==> src/rtl/div_pkg.sv <==
// rtl/div_pkg.sv - shared state encoding and iteration count for the iterative divider
package div_pkg;
   typedef enum logic [1:0] {DIV_IDLE, DIV_RUN, DIV_DONE} div_state_t;
   localparam int DIV_ITERS = 32;
endpackage

==> src/rtl/cla.sv <==
// rtl/cla.sv - carry-lookahead adder, 4-bit lookahead groups chained group to group
module cla #(
   parameter int WIDTH = 32
) (
   input  logic [WIDTH-1:0] a,
   input  logic [WIDTH-1:0] b,
   input  logic             cin,
   output logic [WIDTH-1:0] sum
);
   logic [WIDTH-1:0] g;
   logic [WIDTH-1:0] p;
   logic [WIDTH-1:0] c;

   assign g    = a & b;
   assign p    = a ^ b;
   assign c[0] = cin;

   for (genvar k = 0; k < WIDTH / 4; k++) begin : g_blk
      localparam int B = 4 * k;
      assign c[B+1] = g[B] | (p[B] & c[B]);
      assign c[B+2] = g[B+1] | (p[B+1] & g[B]) | (p[B+1] & p[B] & c[B]);
      assign c[B+3] = g[B+2] | (p[B+2] & g[B+1]) | (p[B+2] & p[B+1] & g[B])
                    | (p[B+2] & p[B+1] & p[B] & c[B]);
      // The final carry-out is never consumed, so the top group stops here.
      if (k < WIDTH / 4 - 1) begin : g_cout
         assign c[B+4] = g[B+3] | (p[B+3] & g[B+2]) | (p[B+3] & p[B+2] & g[B+1])
                       | (p[B+3] & p[B+2] & p[B+1] & g[B])
                       | (p[B+3] & p[B+2] & p[B+1] & p[B] & c[B]);
      end
   end

   assign sum = p ^ c;
endmodule

==> src/rtl/divu_iter.sv <==
// rtl/divu_iter.sv - restoring unsigned divider, one quotient bit per clock
module divu_iter
   import div_pkg::*;
#(
   parameter int WIDTH = 32
) (
   input  logic             clk,
   input  logic             rst_n,
   input  logic             in_valid,
   output logic             in_ready,
   input  logic [WIDTH-1:0] i_dividend,
   input  logic [WIDTH-1:0] i_divisor,
   output logic             out_valid,
   input  logic             out_ready,
   output logic [WIDTH-1:0] o_quotient,
   output logic [WIDTH-1:0] o_remainder,
   output logic             o_div_by_zero
);
   localparam logic [4:0] LAST_STEP = 5'(DIV_ITERS - 1);

   div_state_t       state_q, state_d;
   logic [WIDTH-1:0] rem_q, rem_d;
   logic [WIDTH-1:0] quo_q, quo_d;
   logic [WIDTH-1:0] dvs_q, dvs_d;
   logic             dbz_q, dbz_d;
   logic [4:0]       count_q, count_d;

   logic [WIDTH-1:0] sh;
   logic [WIDTH-1:0] diff;
   logic             msb;
   logic             ge;

   // rem_q[MSB] is the 33rd bit of the shifted partial remainder.
   assign sh  = {rem_q[WIDTH-2:0], quo_q[WIDTH-1]};
   assign msb = rem_q[WIDTH-1];

   cla #(.WIDTH(WIDTH)) u_sub (
      .a   (sh),
      .b   (~dvs_q),
      .cin (1'b1),
      .sum (diff)
   );

   assign ge = msb | (sh[WIDTH-1] & ~dvs_q[WIDTH-1])
             | (~(sh[WIDTH-1] ^ dvs_q[WIDTH-1]) & ~diff[WIDTH-1]);

   always_comb begin
      state_d = state_q;
      rem_d   = rem_q;
      quo_d   = quo_q;
      dvs_d   = dvs_q;
      dbz_d   = dbz_q;
      count_d = count_q;
      case (state_q)
         DIV_IDLE: begin
            if (in_valid) begin
               rem_d   = '0;
               quo_d   = i_dividend;
               dvs_d   = i_divisor;
               dbz_d   = (i_divisor == '0);
               count_d = '0;
               state_d = DIV_RUN;
            end
         end
         DIV_RUN: begin
            rem_d   = ge ? diff : sh;
            quo_d   = {quo_q[WIDTH-2:0], ge};
            count_d = count_q + 5'd1;
            if (count_q == LAST_STEP) begin
               state_d = DIV_DONE;
            end
         end
         DIV_DONE: begin
            if (out_ready) begin
               state_d = DIV_IDLE;
            end
         end
         default: state_d = DIV_IDLE;
      endcase
   end

   always_ff @(posedge clk or negedge rst_n) begin
      if (!rst_n) begin
         state_q <= DIV_IDLE;
         rem_q   <= '0;
         quo_q   <= '0;
         dvs_q   <= '0;
         dbz_q   <= 1'b0;
         count_q <= '0;
      end else begin
         state_q <= state_d;
         rem_q   <= rem_d;
         quo_q   <= quo_d;
         dvs_q   <= dvs_d;
         dbz_q   <= dbz_d;
         count_q <= count_d;
      end
   end

   assign in_ready      = (state_q == DIV_IDLE);
   assign out_valid     = (state_q == DIV_DONE);
   assign o_quotient    = quo_q;
   assign o_remainder   = rem_q;
   assign o_div_by_zero = dbz_q;
endmodule

==> config.mk <==
export PLATFORM = sky130hd
export DESIGN_NAME = divu_iter
export DESIGN_NICKNAME = d
export VERILOG_FILES = /design/src/rtl/div_pkg.sv /design/src/rtl/cla.sv /design/src/rtl/divu_iter.sv
export SDC_FILE = /design/constraint.sdc
export NUM_CORES = 1
export LEC_CHECK = 0
export BUFFER_PORTS_ARGS = -buffer_cell sky130_fd_sc_hd__buf_2
export CORE_MARGIN = 2
export CORE_UTILIZATION = 35
export CTS_CLUSTER_SIZE = 30
export DETAILED_ROUTE_END_ITERATION = 8
export PLACE_DENSITY = 0.63
export SLEW_MARGIN = 20
export SYNTH_ARGS = -nofsm -noshare
export SYNTH_HDL_FRONTEND = slang
export SYNTH_HIERARCHICAL = 1
export SYNTH_SLANG_ARGS = --single-unit
==> constraint.sdc <==
create_clock -name clk -period 5.89 [get_ports clk]
set_clock_uncertainty 0.05 [all_clocks]
set_input_delay 0.589 -clock clk [delete_from_list [all_inputs] [get_ports clk]]
set_output_delay 0.589 -clock clk [all_outputs]
set_load 0.05 [all_outputs]
==> metrics.yaml, run 1 <==
floorplan:
  rows: 47
  die_area_sq_um: 18200
  initial_utilization: 0.360
  fp.dieW_microns: 135
  num_io_pins: 135
  core-area_sq_um: 16600
  die_h_microns: 135
global_route:
  grt_usage: 0.167
  grt_start_max_net_pins: 81
  grt_pass1_wl_mm: 24.1
  overflow: 0
  antenna_found_initial: 0
  first_global_vias: 4863
clocking:
  cts_tree: "done"
  clockBufferDepth: 2
  post_cts_buffers: 0
  clock-sinks: 104
  cts_hold_buf: 0
  clock_latency_ns: 0.35
  path_clk_slew_ns: 0.07
  cts-root-buf: "clkbuf_16"
  cts_made_buffers: 9
  ctsResizeCount: 0
  htreeDepth: 3
layout:
  nets: 892
  nFillCells: 1633
  stdcell_area_sq_um: 7110
  area.growth.synth_to_final_pct: 18.7
  stdcell_count: 1005
  antenna_cells: 0
  final_layout_size_suffix_gt1_frac: 0.211
routing:
  drt-total-wl_mm: 14.3
  drt_iter0_markers: 211
  drtPass1Iterations: 4
  antenna_left: 0
  drt-wirelength-per-cell_microns: 14.3
  drc: 0
  vias: 4954
  viasPerCell: 4.93
synth:
  synth_cells: 663
  ys_seq_area_frac: 0.434
  syn_area_sq_um: 5990
  synth_area_per_cell_sq_um: 9.04
  synth_cell_types: 47
  ys_warn_count: 6
  synth_seq_cells: 104
worst_setup_path:
  critPathMaxStageDelay_ns: 0.51
  critPathRequiredTime_ns: 6.05
  cp_data_arrival_time_ns: 3.85
  cp-end-kind: "flip-flop"
  critPathLaunchType: "flip-flop"
  worstSetupPathType: "flip-flop to flip-flop"
  cp_num_buf_inv: 2
  cp_max_fo: 33
  cp_top_family: "compound AO/OA/AOI/OAI gates"
  crit_slowest_cell: "buf_4"
  crit_chain: "ha_1, a211oi_2, o21ai_2, a32oi_2, a21oi_2, a21oi_2, o21ai_1, o41ai_2, xnor2_1, inv_2, a211oi_4, buf_4, mux2i_1, o21ai_1"
sta:
  rsz0062_at_grt: "false"
  setup_viol: 0
  finalSetupTns_ns: 0
  period_share: 0.626
  maxSlewViolCount: 0
  fin_crit_ns: 3.69
  final-hold-violation-count: 0
  fmax_mhz: 271
  slew-limit-headroom: 0.480
  tightest_slew_ns: 0.779
placement:
  portBuffers: 134
  dpl-instance-area_sq_um: 6840
  place.gp.congestion: 0.772
  dp.cells: 991
  dp_hpwl_mm: 10.2
worst_hold_path:
  hp-class: "input port to asynchronous set/reset pin"
run_status:
  run_status: "complete, no violations"
job:
  max_cap_violations: 0
## layout by cell type, fill, tap and decap left out, types with 2 or more instances in the layout
master	count
nor3_1	3
o21bai_1	3
a31oi_1	33
clkinv_2	2
nand3_1	38
inv_1	44
a22o_1	2
o211ai_1	4
mux2i_1	33
buf_2	133
clkbuf_16	9
o21ai_1	48
o21a_1	5
nor2b_1	5
a21oi_1	10
a211oi_1	2
nor2_1	52
xor2_1	10
nand4_1	6
a21oi_2	2
conb_1	3
fa_1	8
nor4_1	8
o21ai_0	27
nand2_1	109
a21o_1	7
ha_1	34
xnor2_1	13
dfrtp_1	104
buf_4	7
## kinds of logic after synthesis
group,count (synthesis),share of synthesized area
AND/OR/NAND/NOR,229,0.166
adder cells (fa/ha/maj),42,0.0977
AO/OA/AOI/OAI,152,0.156
flip-flops,104,0.434
other,1,0.000626
multiplexers,33,0.0551
buffers and inverters,79,0.0570
XOR/XNOR,23,0.0336
## sequential cells by signal, indices dropped and copies added (netlist names)
signal	flops
count_q	5
o_remainder	32
state_q	2
o_quotient	32
o_div_by_zero	1
dvs_q	32
## area by class of cell
cell class                 instances  area, sq um  share of cell area
inverter                          45          169              0.0238
clock inverter                     4         47.5             0.00669
timing repair buffer             140          718               0.101
sequential                       104         2600               0.366
clock buffer                      10          229              0.0322
tap                              220          275              0.0387
multi-input combinational        482         3070               0.432
## stage by stage
step	util	hold WS [ns]	worst slack, ns
final	0.427	0.183	2.20
after global routing	0.427	0.230	1.91
after CTS	0.427	0.196	2.18
after detailed placement	0.411	0.420	2.19
after global placement	0.411	0.411	2.28
after floorplan	-	0.243	2.37
## cell usage after synthesis, drive strengths merged
cell / instances / share of area
nand2: 110 / 0.069
dfrtp: 104 / 0.43
o21ai: 76 / 0.064
nor2: 52 / 0.033
inv: 45 / 0.028
nand3: 39 / 0.033
ha: 34 / 0.071
a31oi: 33 / 0.034
mux2i: 33 / 0.055
buf: 19 / 0.019
clkbuf: 15 / 0.0094
xnor2: 13 / 0.019
a21oi: 12 / 0.011
xor2: 10 / 0.015
nor4: 9 / 0.010
fa: 8 / 0.027
a21o: 7 / 0.0088
nand4: 6 / 0.0063
nor2b: 5 / 0.0052
o21a: 5 / 0.0063
a211oi: 4 / 0.0079
o211ai: 4 / 0.0050
nor3: 3 / 0.0025
o21bai: 3 / 0.0038
a22o: 2 / 0.0029
nand2b: 2 / 0.0021
o41ai: 2 / 0.0042
a221o: 1 / 0.0017
a311oi: 1 / 0.0015
a32oi: 1 / 0.0027
and2: 1 / 0.0010
and3: 1 / 0.0010
conb: 1 / 0.00063
nor3b: 1 / 0.0021
o31ai: 1 / 0.0013
## worst reg2reg max path, stage by stage (launching register included)
cell      delay [ns]
dfrtp_1         0.42
ha_1            0.34
a211oi_2        0.29
o21ai_2         0.13
a32oi_2         0.22
a21oi_2         0.12
a21oi_2         0.25
o21ai_1         0.13
o41ai_2         0.26
xnor2_1         0.20
inv_2           0.07
a211oi_4        0.22
buf_4           0.51
mux2i_1         0.28
o21ai_1         0.07
## worst paths after layout
kind	startpoint	cells past startpoint	to	slack [ns]
max	o_quotient[31]	14	o_remainder[11]	2.20
min	rst_n	1	dvs_q[8]	0.18
max reg2reg	o_quotient[31]	14	o_remainder[11]	2.20
min reg2reg	o_div_by_zero	2	o_div_by_zero	0.44
max in group asynchronous	rst_n	2	o_quotient[15]	4.41
min in group clk	i_divisor[3]	3	dvs_q[3]	0.40
## per-layer routing
layer / track usage / wire (microns)
met1: 0.221 / 6750
met2: 0.264 / 6360
met3: 0.0537 / 1060
met4: 0.0474 / 173
met5: 0 / 0
Power of run 1 is not shown: default switching activity piles up to over one toggle a cycle in this logic, so the estimate is an artifact.
==> inputs of run 2 (changes only) <==
ABC_AREA = 1   (was default)
PLACE_DENSITY = 0.62   (was 0.63)
clock period = 3.6 ns   (was 5.89 ns; I/O delays follow)
==> metrics.yaml, run 2 <==
synth:
  syn_area_sq_um: 6200  # +3.4%
  synth_top_area_frac: 0.420  # -0.0145
  synth-xor-area-share: 0.0311  # -0.00253
  yosys.area_share.simple: 0.199  # +0.0332
  ys_warn_count: 6  # unchanged
  synth_common_cells: "nand2_1 (177), dfrtp_1 (104), o21ai_0 (72)"
  synth_compound_area_frac: 0.171  # +0.0148
  synth_cells: 749  # +13%
  synthAdderAreaFrac: 0.0945  # -0.00326
  synth_top_family_by_area: "simple AND/OR/NAND/NOR gates"
  synth_cell_types: 33  # -30%
  ys_top_cells_by_area: "dfrtp_1 (42%), nand2_1 (11%), ha_1 (6.9%), o21ai_0 (5.8%), a21oi_1 (4.4%)"
  ys.flop_type: "dfrtp_1"
  synth_area_per_cell_sq_um: 8.27  # -8.4%
  synth_most_common_cell: "nand2_1"
  async_flop_share: 1.00  # unchanged
  ys_seq_area_frac: 0.420  # -0.0145
  synth_edf_count: 0  # unchanged
  muxShareOfSynthArea: 0  # -0.0551
  synth_seq_cells: 104  # unchanged
  synth_top_area_cell: "dfrtp_1"
clocking:
  post_cts_buffers: 0  # unchanged
  cts-root-buf: "clkbuf_16"
  clockBufferDepth: 2  # unchanged
  cts_made_buffers: 9  # unchanged
  clock-sinks: 104  # unchanged
  cts_tree: "done"
  ctsResizeCount: 0  # unchanged
  htreeDepth: 3  # unchanged
  cts_hold_buf: 0  # unchanged
  path_clk_slew_ns: 0.07  # about the same
  clock_latency_ns: 0.36  # about the same
routing:
  drt_iter0_markers: 256  # +21%
  viasPerCell: 4.76  # -3.4%
  drc: 0  # unchanged
  drt-total-wl_mm: 15.0  # +4.6%
  vias: 5224  # +5.5%
  drt-wirelength-per-cell_microns: 13.7  # -4.1%
  drtPass1Iterations: 4  # unchanged
  antenna_left: 0  # unchanged
floorplan:
  core-area_sq_um: 17300  # +3.9%
  fp.dieW_microns: 137  # +1.7%
  num_io_pins: 135  # unchanged
  die_area_sq_um: 18800  # +3.3%
  rows: 48  # +2.1%
  die_h_microns: 137  # +1.7%
  initial_utilization: 0.358  # -0.00168
sta:
  setup_viol: 0  # unchanged
  fin_crit_ns: 3.03  # -0.663 ns
  tightest_slew_ns: 0.888  # +0.108 ns
  final-hold-violation-count: 0  # unchanged
  period_share: 0.840  # +0.214
  finalSetupTns_ns: 0  # unchanged
  rsz0062_at_grt: "false"
  slew-limit-headroom: 0.408  # -0.0728
  fmax_mhz: 331  # +22%
  maxSlewViolCount: 0  # unchanged
worst_setup_path:
  worstSetupPathType: "flip-flop to flip-flop"
  critPathMaxStageDelay_ns: 0.42  # -0.09 ns
  critPathRequiredTime_ns: 3.79  # -2.26 ns
  crit_slowest_cell: "dfrtp_1"
  cp_data_arrival_time_ns: 3.22  # -0.63 ns
  cp-end-kind: "flip-flop"
  cp_max_fo: 20  # -39%
  critPathLaunchType: "flip-flop"
  path_common_cell: "nand2_4"
layout:
  antenna_cells: 0  # unchanged
  area.growth.synth_to_final_pct: 17.0
  layout_commonest_cell: "nand2_1"
  nFillCells: 1778  # +8.9%
  stdcell_area_sq_um: 7250  # +2.0%
  nets: 977  # +9.5%
  final_layout_size_suffix_gt1_frac: 0.208  # -0.00390
  layout_common_cells: "nand2_1 (177), buf_2 (133), dfrtp_1 (104)"
job:
  max_cap_violations: 0  # unchanged
run_status:
  run_status: "complete, no violations"
worst_hold_path:
  hp-class: "input port to asynchronous set/reset pin"
placement:
  dpl-instance-area_sq_um: 6970  # +2.0%
  portBuffers: 134  # unchanged
  dp_hpwl_mm: 10.5  # +3.0%
  place.gp.congestion: 0.817  # +5.8%
global_route:
  overflow: 0  # unchanged
  grt_pass1_wl_mm: 24.7  # +2.4%
  grt_start_max_net_pins: 67  # -17%
  antenna_found_initial: 0  # unchanged
  first_global_vias: 4848  # -0.31%
  grt_usage: 0.167  # about the same
## run 2: cell types whose count changed in the layout (fill, tap and decap cells not counted), sizes merged, moves of 9 or more
cell / before / now
o21a: 5 / 27
nor2: 52 / 37
a31oi: 33 / 0
nor4: 9 / 0
o21ai: 76 / 103
a21oi: 12 / 55
inv: 45 / 72
mux2i: 33 / 0
nand2: 110 / 195
## run 2: cell families (layout without fill, tap and decap cells)
family                     count (synthesis)  count (layout)
adders and majority gates                 42              42
buffers and inverters                    106             228
AOI/OAI and AO/OA                        193             193
and+or+nand+nor                          281             281
xor gates and xnor gates                  22              22
DFF                                      104             104
other                                      1               2
## run 2: layout make-up
type,count,area (sq um),area share
clock buffers,11,243,0.0335
clock inverters,5,38.8,0.00535
inverters,71,273,0.0376
multi-input cells,540,3080,0.424
flip-flops and latches,104,2600,0.359
well taps,225,282,0.0388
repair buffers,141,738,0.102
## run 2: metal layers
layer / part of all wire / GRT usage
met2: 0.48 / 0.273
met4: 0.012 / 0.0447
met1: 0.47 / 0.227
met3: 0.038 / 0.0319
met5: 0 / 0
## run 2: critical path, delay by kind of cell, from the launching register on
| kind | cells | cell delay [ns] |
|---|---|---|
| fa+ha+maj | 1 | 0.35 |
| flops | 1 | 0.42 |
| buf+inv | 3 | 0.34 |
| compound gates | 2 | 0.29 |
| simple gates | 21 | 1.46 |
## run 2: path summary, 6_finish.rpt
| path | start | endpoint | slack, ns | cells after the start |
|---|---|---|---|---|
| setup / recovery | o_remainder[1] | o_remainder[8] | 0.57 | 27 |
| hold / removal | rst_n | o_quotient[7] | 0.005 | 1 |
| setup reg to reg | o_remainder[1] | o_remainder[8] | 0.57 | 27 |
| hold reg to reg | dvs_q[22] | dvs_q[22] | 0.44 | 2 |
| max in group asynchronous | rst_n | o_remainder[12] | 2.75 | 2 |
| min in group clk | out_ready | state_q[1] | 0.14 | 2 |
## run 2: through the flow
| stage | cells | utilization | worst slack [ns] | hold WS (ns) |
|---|---|---|---|---|
| 2_1_floorplan | 750 | - | 0.582 | 0.0144 |
| 3_3_place_gp | 1081 | 0.403 | 0.710 | 0.420 |
| 3_5_place_dp | 1081 | 0.403 | 0.608 | 0.426 |
| 4_1_cts | 1097 | 0.419 | 0.565 | 0.0425 |
| 5_1_grt | 1097 | 0.419 | 0.239 | 0.0655 |
| 6_report | 1097 | 0.419 | 0.574 | 0.00450 |
Power of run 2 is left out for the same reason.
